$ cat src/rtl/ctrl_frame_pkg.sv
// Shared types and defaults for the control-pulse frame synchroniser.
// Holds the FSM state encoding and the inter-pulse gap derivation.
package ctrl_frame_pkg;

    typedef enum logic [1:0] {
        HUNT    = 2'd0,
        CONFIRM = 2'd1,
        LOCKED  = 2'd2
    } state_t;

    localparam int FRAME_LEN_DEF = 32;
    localparam int P0_DEF        = 4;
    localparam int P1_DEF        = 20;
    localparam int P2_DEF        = 24;
    localparam int ERR_CNT_W     = 8;
    localparam int GAP_W         = 6;

    // Gap preceding pulse idx: 0 -> P0 (wraps the frame), 1 -> P1, 2 -> P2.
    function automatic int pulse_gap(input int idx, input int frame_len,
                                     input int p0, input int p1, input int p2);
        case (idx)
            0:       return frame_len - p2 + p0;
            1:       return p1 - p0;
            default: return p2 - p1;
        endcase
    endfunction

endpackage

$ cat src/rtl/ctrl_gap_meter.sv
// Measures the spacing between control pulses while hunting and flags the
// pulse that follows the unique P2->P0 gap.
module ctrl_gap_meter
    import ctrl_frame_pkg::*;
#(
    parameter int SYNC_GAP = 12
) (
    input  logic clock,
    input  logic reset,
    input  logic pulse,
    input  logic clr,
    output logic gap_is_sync
);

    localparam logic [GAP_W-1:0] GAP_MAX  = '1;
    // The counter reads k-1 on the k-th cycle after a pulse.
    localparam logic [GAP_W-1:0] SYNC_CNT = GAP_W'(SYNC_GAP - 1);

    logic [GAP_W-1:0] gap;
    logic             seen;

    always_ff @(posedge clock) begin
        if (reset || clr) begin
            gap  <= '0;
            seen <= 1'b0;
        end else if (pulse) begin
            gap  <= '0;
            seen <= 1'b1;
        end else if (gap != GAP_MAX) begin
            gap  <= gap + 1'b1;
        end
    end

    assign gap_is_sync = pulse && seen && (gap == SYNC_CNT);

endmodule

$ cat src/rtl/ctrl_frame_sync.sv
// Receive-side frame synchroniser: recovers frame phase from a single-wire
// pulse stream, confirms it over LOCK_FRAMES frames and tracks pulse errors.
module ctrl_frame_sync
    import ctrl_frame_pkg::*;
#(
    parameter int FRAME_LEN   = FRAME_LEN_DEF,
    parameter int CNT_W       = 5,
    parameter int P0          = P0_DEF,
    parameter int P1          = P1_DEF,
    parameter int P2          = P2_DEF,
    parameter int LOCK_FRAMES = 2,
    parameter int LOSS_FRAMES = 2
) (
    input  logic                 clock,
    input  logic                 reset,
    input  logic                 i_ctrl,
    output logic                 o_locked,
    output logic [CNT_W-1:0]     o_phase,
    output logic                 o_frame_start,
    output logic                 o_err,
    output logic [ERR_CNT_W-1:0] o_err_cnt
);

    localparam int G0 = pulse_gap(0, FRAME_LEN, P0, P1, P2);
    localparam int G1 = pulse_gap(1, FRAME_LEN, P0, P1, P2);
    localparam int G2 = pulse_gap(2, FRAME_LEN, P0, P1, P2);
    localparam int FRM_W = 8;

    localparam logic [CNT_W-1:0] PH_P0    = CNT_W'(P0);
    localparam logic [CNT_W-1:0] PH_P1    = CNT_W'(P1);
    localparam logic [CNT_W-1:0] PH_P2    = CNT_W'(P2);
    localparam logic [CNT_W-1:0] PH_LAST  = CNT_W'(FRAME_LEN - 1);
    localparam logic [CNT_W-1:0] PH_ALIGN = CNT_W'((P0 + 1) % FRAME_LEN);
    localparam logic [FRM_W-1:0] LOCK_CNT = FRM_W'(LOCK_FRAMES);
    localparam logic [FRM_W-1:0] LOSS_CNT = FRM_W'(LOSS_FRAMES);

    // Alignment relies on the P2->P0 gap being unique within the frame.
    if (G0 == G1 || G0 == G2 || G1 == G2 || !(P0 < P1 && P1 < P2 && P2 < FRAME_LEN)
        || (1 << CNT_W) != FRAME_LEN) begin : g_bad_cfg
        $error("ctrl_frame_sync: invalid pulse phase configuration");
    end

    function automatic logic [ERR_CNT_W-1:0] sat_inc(input logic [ERR_CNT_W-1:0] v);
        return (v == '1) ? v : v + 1'b1;
    endfunction

    state_t               state, state_n;
    logic [CNT_W-1:0]     phase, phase_n;
    logic [FRM_W-1:0]     good_cnt, good_n;
    logic [FRM_W-1:0]     bad_cnt, bad_n;
    logic                 frame_bad, frame_bad_n;
    logic [ERR_CNT_W-1:0] err_cnt, err_cnt_n;
    logic                 frame_start_n;
    logic                 expected, mismatch, boundary;
    logic                 sync, gap_clr;

    ctrl_gap_meter #(
        .SYNC_GAP (G0)
    ) u_gap (
        .clock       (clock),
        .reset       (reset),
        .pulse       (i_ctrl),
        .clr         (gap_clr),
        .gap_is_sync (sync)
    );

    always_comb begin
        expected      = (phase == PH_P0) || (phase == PH_P1) || (phase == PH_P2);
        mismatch      = (state != HUNT) && (i_ctrl != expected);
        boundary      = (state != HUNT) && (phase == PH_LAST);
        state_n       = state;
        phase_n       = phase + 1'b1;
        good_n        = good_cnt;
        bad_n         = bad_cnt;
        frame_bad_n   = frame_bad | mismatch;
        err_cnt_n     = err_cnt;
        gap_clr       = 1'b0;
        case (state)
            HUNT: begin
                phase_n = '0;
                if (sync) begin
                    state_n     = CONFIRM;
                    phase_n     = PH_ALIGN;
                    good_n      = '0;
                    bad_n       = '0;
                    frame_bad_n = 1'b0;
                end
            end
            CONFIRM: begin
                if (mismatch) begin
                    state_n = HUNT;
                    phase_n = '0;
                    gap_clr = 1'b1;
                end else if (boundary) begin
                    good_n      = good_cnt + 1'b1;
                    frame_bad_n = 1'b0;
                    if ((good_cnt + 1'b1) >= LOCK_CNT) begin
                        state_n = LOCKED;
                        bad_n   = '0;
                    end
                end
            end
            LOCKED: begin
                if (mismatch) err_cnt_n = sat_inc(err_cnt);
                if (boundary) begin
                    frame_bad_n = 1'b0;
                    if (frame_bad || mismatch) begin
                        bad_n = bad_cnt + 1'b1;
                        if ((bad_cnt + 1'b1) >= LOSS_CNT) begin
                            state_n = HUNT;
                            phase_n = '0;
                            gap_clr = 1'b1;
                        end
                    end else begin
                        bad_n = '0;
                    end
                end
            end
            default: begin
                state_n = HUNT;
                phase_n = '0;
            end
        endcase
        frame_start_n = (state_n == LOCKED) && (phase_n == '0);
    end

    always_ff @(posedge clock) begin
        if (reset) begin
            state         <= HUNT;
            phase         <= '0;
            good_cnt      <= '0;
            bad_cnt       <= '0;
            frame_bad     <= 1'b0;
            err_cnt       <= '0;
            o_err         <= 1'b0;
            o_frame_start <= 1'b0;
        end else begin
            state         <= state_n;
            phase         <= phase_n;
            good_cnt      <= good_n;
            bad_cnt       <= bad_n;
            frame_bad     <= frame_bad_n;
            err_cnt       <= err_cnt_n;
            o_err         <= mismatch;
            o_frame_start <= frame_start_n;
        end
    end

    assign o_locked  = (state == LOCKED);
    assign o_phase   = phase;
    assign o_err_cnt = err_cnt;

endmodule
$ cat config.mk
export PLATFORM = sky130hd
export DESIGN_NAME = ctrl_frame_sync
export DESIGN_NICKNAME = d
export VERILOG_FILES = /design/src/rtl/ctrl_frame_pkg.sv /design/src/rtl/ctrl_gap_meter.sv /design/src/rtl/ctrl_frame_sync.sv
export SDC_FILE = /design/constraint.sdc
export NUM_CORES = 1
export LEC_CHECK = 0
export BUFFER_PORTS_ARGS = -buffer_cell sky130_fd_sc_hd__buf_4
export CORE_MARGIN = 5
export CORE_UTILIZATION = 27
export DETAILED_ROUTE_END_ITERATION = 8
export PLACE_DENSITY = 0.52
export SYNTH_ARGS = -nofsm -noshare
export SYNTH_HDL_FRONTEND = slang
export SYNTH_SLANG_ARGS = --single-unit
$ cat constraint.sdc
create_clock -name clock -period 3.15 [get_ports clock]
set_clock_uncertainty 0.2 [all_clocks]
set_input_delay 0.1575 -clock clock [delete_from_list [all_inputs] [get_ports clock]]
set_output_delay 0.1575 -clock clock [all_outputs]
set_load 0.01 [all_outputs]
==> results.yml, run 1 <==
status:
  status: "complete, no violations"
cells_and_area:
  final_nets: 328
  diodes: 0
  postLayoutCoreUtil_pct: 31.7
  drive_gt1_share_pct: 14.7
  fill_cells: 945
  syn2layout_area_growth_pct: 16.0
  design_area_sq_um: 2900
routing:
  wire_per_inst_um: 13.9
  route.detailed.drc: 0
  drt-initial-drc-count: 84
  drt-total-wl_um: 5900
  first_pass_iters: 4
  ant_nets: 0
  viasPerCell: 5.25
  vias: 2227
placement:
  place.detailed.hpwl_um: 4150
  io_buffers: 18
  placed_area_sq_um: 2760
  gp_congestion: 0.809
global_route:
  overflow: 0
  grt_pass1_vias: 2144
  grt_max_degree: 40
  antenna_found_initial: 0
  grt_pass1_wl_um: 10400
  met3_usage_pct: 2.49
  grt_use_total_pct: 11.1
  gr-usage-met1_pct: 14.5
  grt_use_met2_pct: 18.1
  grt.busiest_layer: "met2"
power:
  ir_drop_v: 0.000189
  p_sw_mw: 0.218
  clkPwrFrac_pct: 47.8
  sw_frac_of_total_pct: 20.4
  seqPwrFrac_pct: 49.3
  internal_power_mw: 0.849
  leakage_nw: 1.04
  combPwrFrac_pct: 2.8
  powerDensity_nw_per_um2: 368
clock_network:
  clock_latency_ps: 300
  tritoncts: "done"
  numCtsBuffers: 5
  cts.reportedPaths.clkPinSlew_ps: 90
  htreeDepth: 2
  cts_root_buf: "clkbuf_8"
  postCtsSetupRepairBufs: 0
  cts_hold_buf: 1
  clockBufferDepth: 2
  clock-sinks: 41
  cts-resized-gates: 0
worst_setup_path:
  cp.arrival_ps: 2770
  worstSetupPathType: "flip-flop to flip-flop"
  crit_required_ps: 3200
  start_kind: "flip-flop"
  crit_fanout: 5
  worst_setup_path_end_kind: "flip-flop"
sta:
  slew_headroom_pct: 62.3
  timing.fmax_mhz: 367
  min_period_ps: 2730
  tightest_slew_ps: 564
  holdWs_ps: 59.8
  rsz0062_at_grt: "false"
  post-route-period-util_pct: 86.5
  hold_violations: 0
  drv_slew: 0
  setup_tns_ps: 0
  finalSetupViolCount: 0
die:
  start_util_pct: 27.3
  fp.dieW_um: 106
  die-area_sq_um: 11300
  rows: 35
  coreArea_sq_um: 9150
  die_height_um: 106
  boundaryPins: 19
logic_synthesis:
  synth_cells: 293
  synth_area_sq_um: 2500
  synth_cell_type_count: 62
  synth_top_cells_by_count: "dfxtp_1 (41), nor2_1 (36), inv_1 (17)"
  syn_area_per_cell_sq_um: 8.53
  synth-main-ff-cell: "dfxtp_1"
  yosysWarnings: 0
  synth_top_area_cell: "dfxtp_1"
  ys_async_sr_fraction_pct: 0
  synthTopCellsByArea: "dfxtp_1 (33%), ha_1 (6.5%), nor2_1 (5.4%)"
  synth_fp_nets: 309
  synth-edff-count: 0
  synth.most_common_cell: "dfxtp_1"
  yosysSeqAreaShare_pct: 32.8
  synth.top_cell.area_share_pct: 32.8
  synth-seq-cells: 41
hold_path:
  hold_path.class: "input pin to flip-flop"
run:
  cap_violations: 0
==> stage by stage <==
stage / power (mW) / std cells / worst slack [ps]
after global placement: 0.567 / 415 / 509
after global routing: 1.11 / 424 / 220
after floorplan: 0.559 / 293 / 624
after CTS: 1.08 / 424 / 436
final: 1.07 / 424 / 424
after detailed placement: 0.568 / 415 / 491
==> placed cells by master (no fill, tap or decap), types with 3 or more instances in the layout <==
master	instances
nand4_1	6
a311oi_1	3
inv_1	17
or3_1	8
ha_1	13
nand4b_1	3
o21ai_0	9
nand2b_1	4
a21oi_1	11
xor2_1	8
clkbuf_8	5
nand3_1	11
dfxtp_1	41
nor3_1	6
nand2_1	15
a21boi_0	4
a211o_1	3
nor4_1	4
or2_2	3
nor2_1	36
o32ai_1	5
o31ai_1	3
mux2i_1	4
a211oi_1	4
and3_1	8
a221oi_1	7
buf_4	22
a31oi_1	4
xnor2_1	5
==> state kept, by name, indices dropped and copies added, names as in the netlist <==
register	count
o_frame_start	1
o_err_cnt	8
bad_cnt	8
u_gap.gap	6
o_phase	5
state	2
good_cnt	8
frame_bad	1
u_gap.seen	1
o_err	1
==> per-layer routing <==
metal	share of wire [%]	wire, um	vias up
met1	49	2890	1060
li1	-	-	1129
met3	3.7	218	4
met2	46	2740	34
met5	0	0	-
met4	0.83	49	0
==> final cells by class <==
type                       count  area (sq um)  share of cell area, %
tap                          111           139                   4.79
multi-input combinational    224          1570                   54.1
sequential                    41           821                   28.3
timing repair buffer          23           175                   6.04
clock inverter                 3          65.1                   2.24
clock buffer                   5          68.8                   2.37
inverter                      17          63.8                   2.20
==> kinds of logic (layout without fill, tap and decap cells) <==
family / after synthesis / count (layout) / share of synthesized area [%]
mux: 5 / 5 / 2.05
xor+xnor: 13 / 13 / 4.55
compound gates: 70 / 70 / 22.3
simple gates: 123 / 123 / 27.3
fa+ha+maj: 13 / 13 / 6.51
flops: 41 / 41 / 32.8
buf+inv: 28 / 48 / 4.45
==> power groups by stage <==
stage | combinational [mW] | clock [mW] | sequential, mW
6_report | 0.0300 | 0.510 | 0.526
5_1_grt | 0.0351 | 0.548 | 0.527
4_1_cts | 0.0309 | 0.526 | 0.526
3_5_place_dp | 0.0298 | 0 | 0.539
3_3_place_gp | 0.0290 | 0 | 0.538
2_1_floorplan | 0.0216 | 0 | 0.538
==> worst paths after layout <==
kind | cells after the start | to | from | slack (ps)
max | 10 | o_frame_start | o_phase[1] | 420
min | 2 | o_err_cnt[7] | reset | 60
max reg2reg | 10 | o_frame_start | o_phase[1] | 420
min reg2reg | 2 | u_gap.seen | u_gap.seen | 300
==> critical path, stage by stage (launching register included) <==
cell and delay [ps]:
dfxtp_1 380, ha_1 190, and3_1 160, ha_1 200
nor2b_1 140, buf_4 160, nor2_1 60, a41oi_2 250
o21ai_0 170, o41ai_1 510, and4_1 250
Note: power is estimated with default switching activity, not from simulation.
==> run 2, diff against run 1 <==
--- a/config.mk
+++ b/config.mk
@@ -5,6 +5,7 @@
 export SDC_FILE = /design/constraint.sdc
 export NUM_CORES = 1
 export LEC_CHECK = 0
+export ABC_AREA = 1
 export BUFFER_PORTS_ARGS = -buffer_cell sky130_fd_sc_hd__buf_4
 export CORE_MARGIN = 5
 export CORE_UTILIZATION = 27
@@ -12,4 +13,5 @@
 export PLACE_DENSITY = 0.52
 export SYNTH_ARGS = -nofsm -noshare
 export SYNTH_HDL_FRONTEND = slang
+export SYNTH_HIERARCHICAL = 1
 export SYNTH_SLANG_ARGS = --single-unit
==> run 2 against run 1 <==
  * Sequential power down 1%
  * First-iteration DRC count increased by 9.5%
  * Count of clock-buffer cells in the layout unchanged
  * Power decreased by 16%
  * Core utilization rose by 0.24 points
  * Setup slack improved by 28 ps
  * Sequential share of layout area is 1.0 points higher
  * Critical path type unchanged
  * Largest power group unchanged
  * Highest routed layer unchanged
==> results.yml, run 2 <==
global_route:
  grt_pass1_wl_um: 8940
  grt_use_total_pct: 9.36
  grt_max_degree: 18
  antenna_found_initial: 0
  overflow: 0
  grt_pass1_vias: 2014
cells_and_area:
  postLayoutCoreUtil_pct: 31.9
  diodes: 0
  final_common_cell: "nand2_1"
  final_nets: 399
  drive_gt1_share_pct: 12.2
  design_area_sq_um: 2800
  final_cell_mix: "nand2_1 (71), inv_1 (58), nor2_1 (54)"
  syn2layout_area_growth_pct: 14.9
worst_setup_path:
  worstRegToRegCells: 13
  crit_chain: "inv_1 -> ha_1 -> inv_1 -> or2_2 -> nor2_1 -> nand3_1 -> nor2_1 -> nand2_1 -> nand2_1 -> nor2_1 -> o21a_1 -> a211oi_1 -> dlygate4sd3_1"
  cp.arrival_ps: 2740
  cp_top_family: "simple AND/OR/NAND/NOR gates"
  worstSetupPathType: "flip-flop to flip-flop"
  crit_required_ps: 3190
  path_depth: 13
  crit_fanout: 5
  r2r-end: "u_gap/seen"
  regToRegSetupSlack_ps: 450
  crit_end: "u_gap/seen"
  worst_setup_path_end_kind: "flip-flop"
  r2r-start: "bad_cnt[1]"
  cp_slowest_stage_delay_ps: 560
  worstSetupStartpoint: "bad_cnt[1]"
  cpMostUsedCell: "nor2_1"
  start_kind: "flip-flop"
  cpMaxStageDelayCell: "dlygate4sd3_1"
  crit_buf_inv: 3
run:
  cap_violations: 0
logic_synthesis:
  synth-edff-count: 0
  synth-main-ff-cell: "dfxtp_1"
  synth_top_cells_by_count: "nand2_1 (71), inv_1 (58), nor2_1 (54)"
  synth_top_area_cell: "dfxtp_1"
  synth_cells: 359
  yosysSeqAreaShare_pct: 33.7
  synth_cell_type_count: 37
  syn_area_per_cell_sq_um: 6.78
  yosysWarnings: 6
  synthTopCellsByArea: "dfxtp_1 (34%), nand2_1 (11%), inv_1 (8.9%)"
  synth.most_common_cell: "nand2_1"
  synth.top_cell.area_share_pct: 33.7
  synth-seq-cells: 41
  ys_async_sr_fraction_pct: 0
  synth_fp_nets: 375
  synth_area_sq_um: 2430
clock_network:
  clock_latency_ps: 290
  numCtsBuffers: 5
  clockBufferDepth: 2
  cts_root_buf: "clkbuf_8"
  cts.reportedPaths.clkPinSlew_ps: 90
  postCtsSetupRepairBufs: 0
  htreeDepth: 2
  clock-sinks: 41
  tritoncts: "done"
sta:
  min_period_ps: 2700
  rsz0062_at_grt: "false"
  timing.fmax_mhz: 371
  tightest_slew_ps: 548
  post-route-period-util_pct: 85.6
  setup_tns_ps: 0
  hold_violations: 0
  finalSetupViolCount: 0
  slew_headroom_pct: 63.2
  drv_slew: 0
die:
  fp.dieW_um: 105
  coreArea_sq_um: 8760
  die_height_um: 105
  rows: 34
  die-area_sq_um: 11000
  boundaryPins: 19
  start_util_pct: 27.8
placement:
  place.detailed.hpwl_um: 3880
  placed_area_sq_um: 2680
  io_buffers: 18
  gp_congestion: 0.744
power:
  power_mw: 0.892
  leakage_nw: 1.23
  powerDensity_nw_per_um2: 319
  ir_drop_v: 0.000136
routing:
  drt-total-wl_um: 5090
  wire_per_inst_um: 10.3
  route.detailed.drc: 0
  first_pass_iters: 4
  drt-initial-drc-count: 92
  ant_nets: 0
  viasPerCell: 4.48
  vias: 2202
status:
  status: "complete, no violations"
hold_path:
  holdCritStartpoint: "bad_cnt[7]"
  hold_path.class: "flip-flop to flip-flop"
[run 2: area by class of cell]
type                    count  area (sq um)
fillers                   969          5970
multi-input cells         256          1370
flip-flops and latches     41           821
inverters                  58           218
repair buffers             21           165
well taps                 108           135
clock buffers               5          68.8
clock inverters             3          17.5
[run 2: worst min-delay path by stage]
stage | endpoint | slack [ps] | depth (start not counted)
floorplan | u_gap/seen | 30 | 1
global placement | u_gap/seen | 260 | 2
detailed placement | u_gap/seen | 260 | 2
CTS | bad_cnt[7] | 290 | 2
global route | bad_cnt[7] | 320 | 2
finish | bad_cnt[7] | 290 | 2
[run 2: metrics by stage]
| step | instances | setup slack (ps) | hold slack, ps |
|---|---|---|---|
| final | 492 | 452 | 286 |
| after global routing | 492 | 235 | 317 |
| after CTS | 492 | 453 | 289 |
| after detailed placement | 481 | 574 | 261 |
| after global placement | 481 | 624 | 257 |
| after floorplan | 359 | 970 | 30.3 |
[run 2: where the power goes]
part           switching [mW]  leakage (nW)  internal, mW
Clock                   0.191        0.0439         0.153
Sequential            0.00151         0.331         0.520
Combinational          0.0164         0.854       0.00980
Total                   0.209          1.23         0.683
[run 2: worst reg2reg max path: stages, from the launching register on]
cell and delay (ps):
dfxtp_1 400, inv_1 60, ha_1 260, inv_1 40, or2_2 270, nor2_1 110
nand3_1 80, nor2_1 80, nand2_1 70, nand2_1 100, nor2_1 50, o21a_1 180
a211oi_1 190, dlygate4sd3_1 560
[run 2: cells by family (layout without fill, tap and decap cells)]
family | Yosys count | in the layout | synth area share [%]
buffers and inverters | 62 | 87 | 9.92
AOI/OAI and AO/OA | 60 | 60 | 13.8
and+or+nand+nor | 179 | 179 | 34.4
DFF | 41 | 41 | 33.7
adders and majority gates | 13 | 13 | 6.68
xor gates and xnor gates | 4 | 4 | 1.44
[run 2: layer usage]
metal  up-vias  track usage [%]  wire length [um]
li1       1195                -                 -
met1       979             12.4              2600
met2        23             15.4              2290
met3         5             2.10               157
met4         0             2.19                37
met5         -                0                 0
[run 2: what timing repair did]
item	in CTS	in global routing
hold endpoints to repair	10	0
gates resized for setup	0	0
hold buffers	3	0
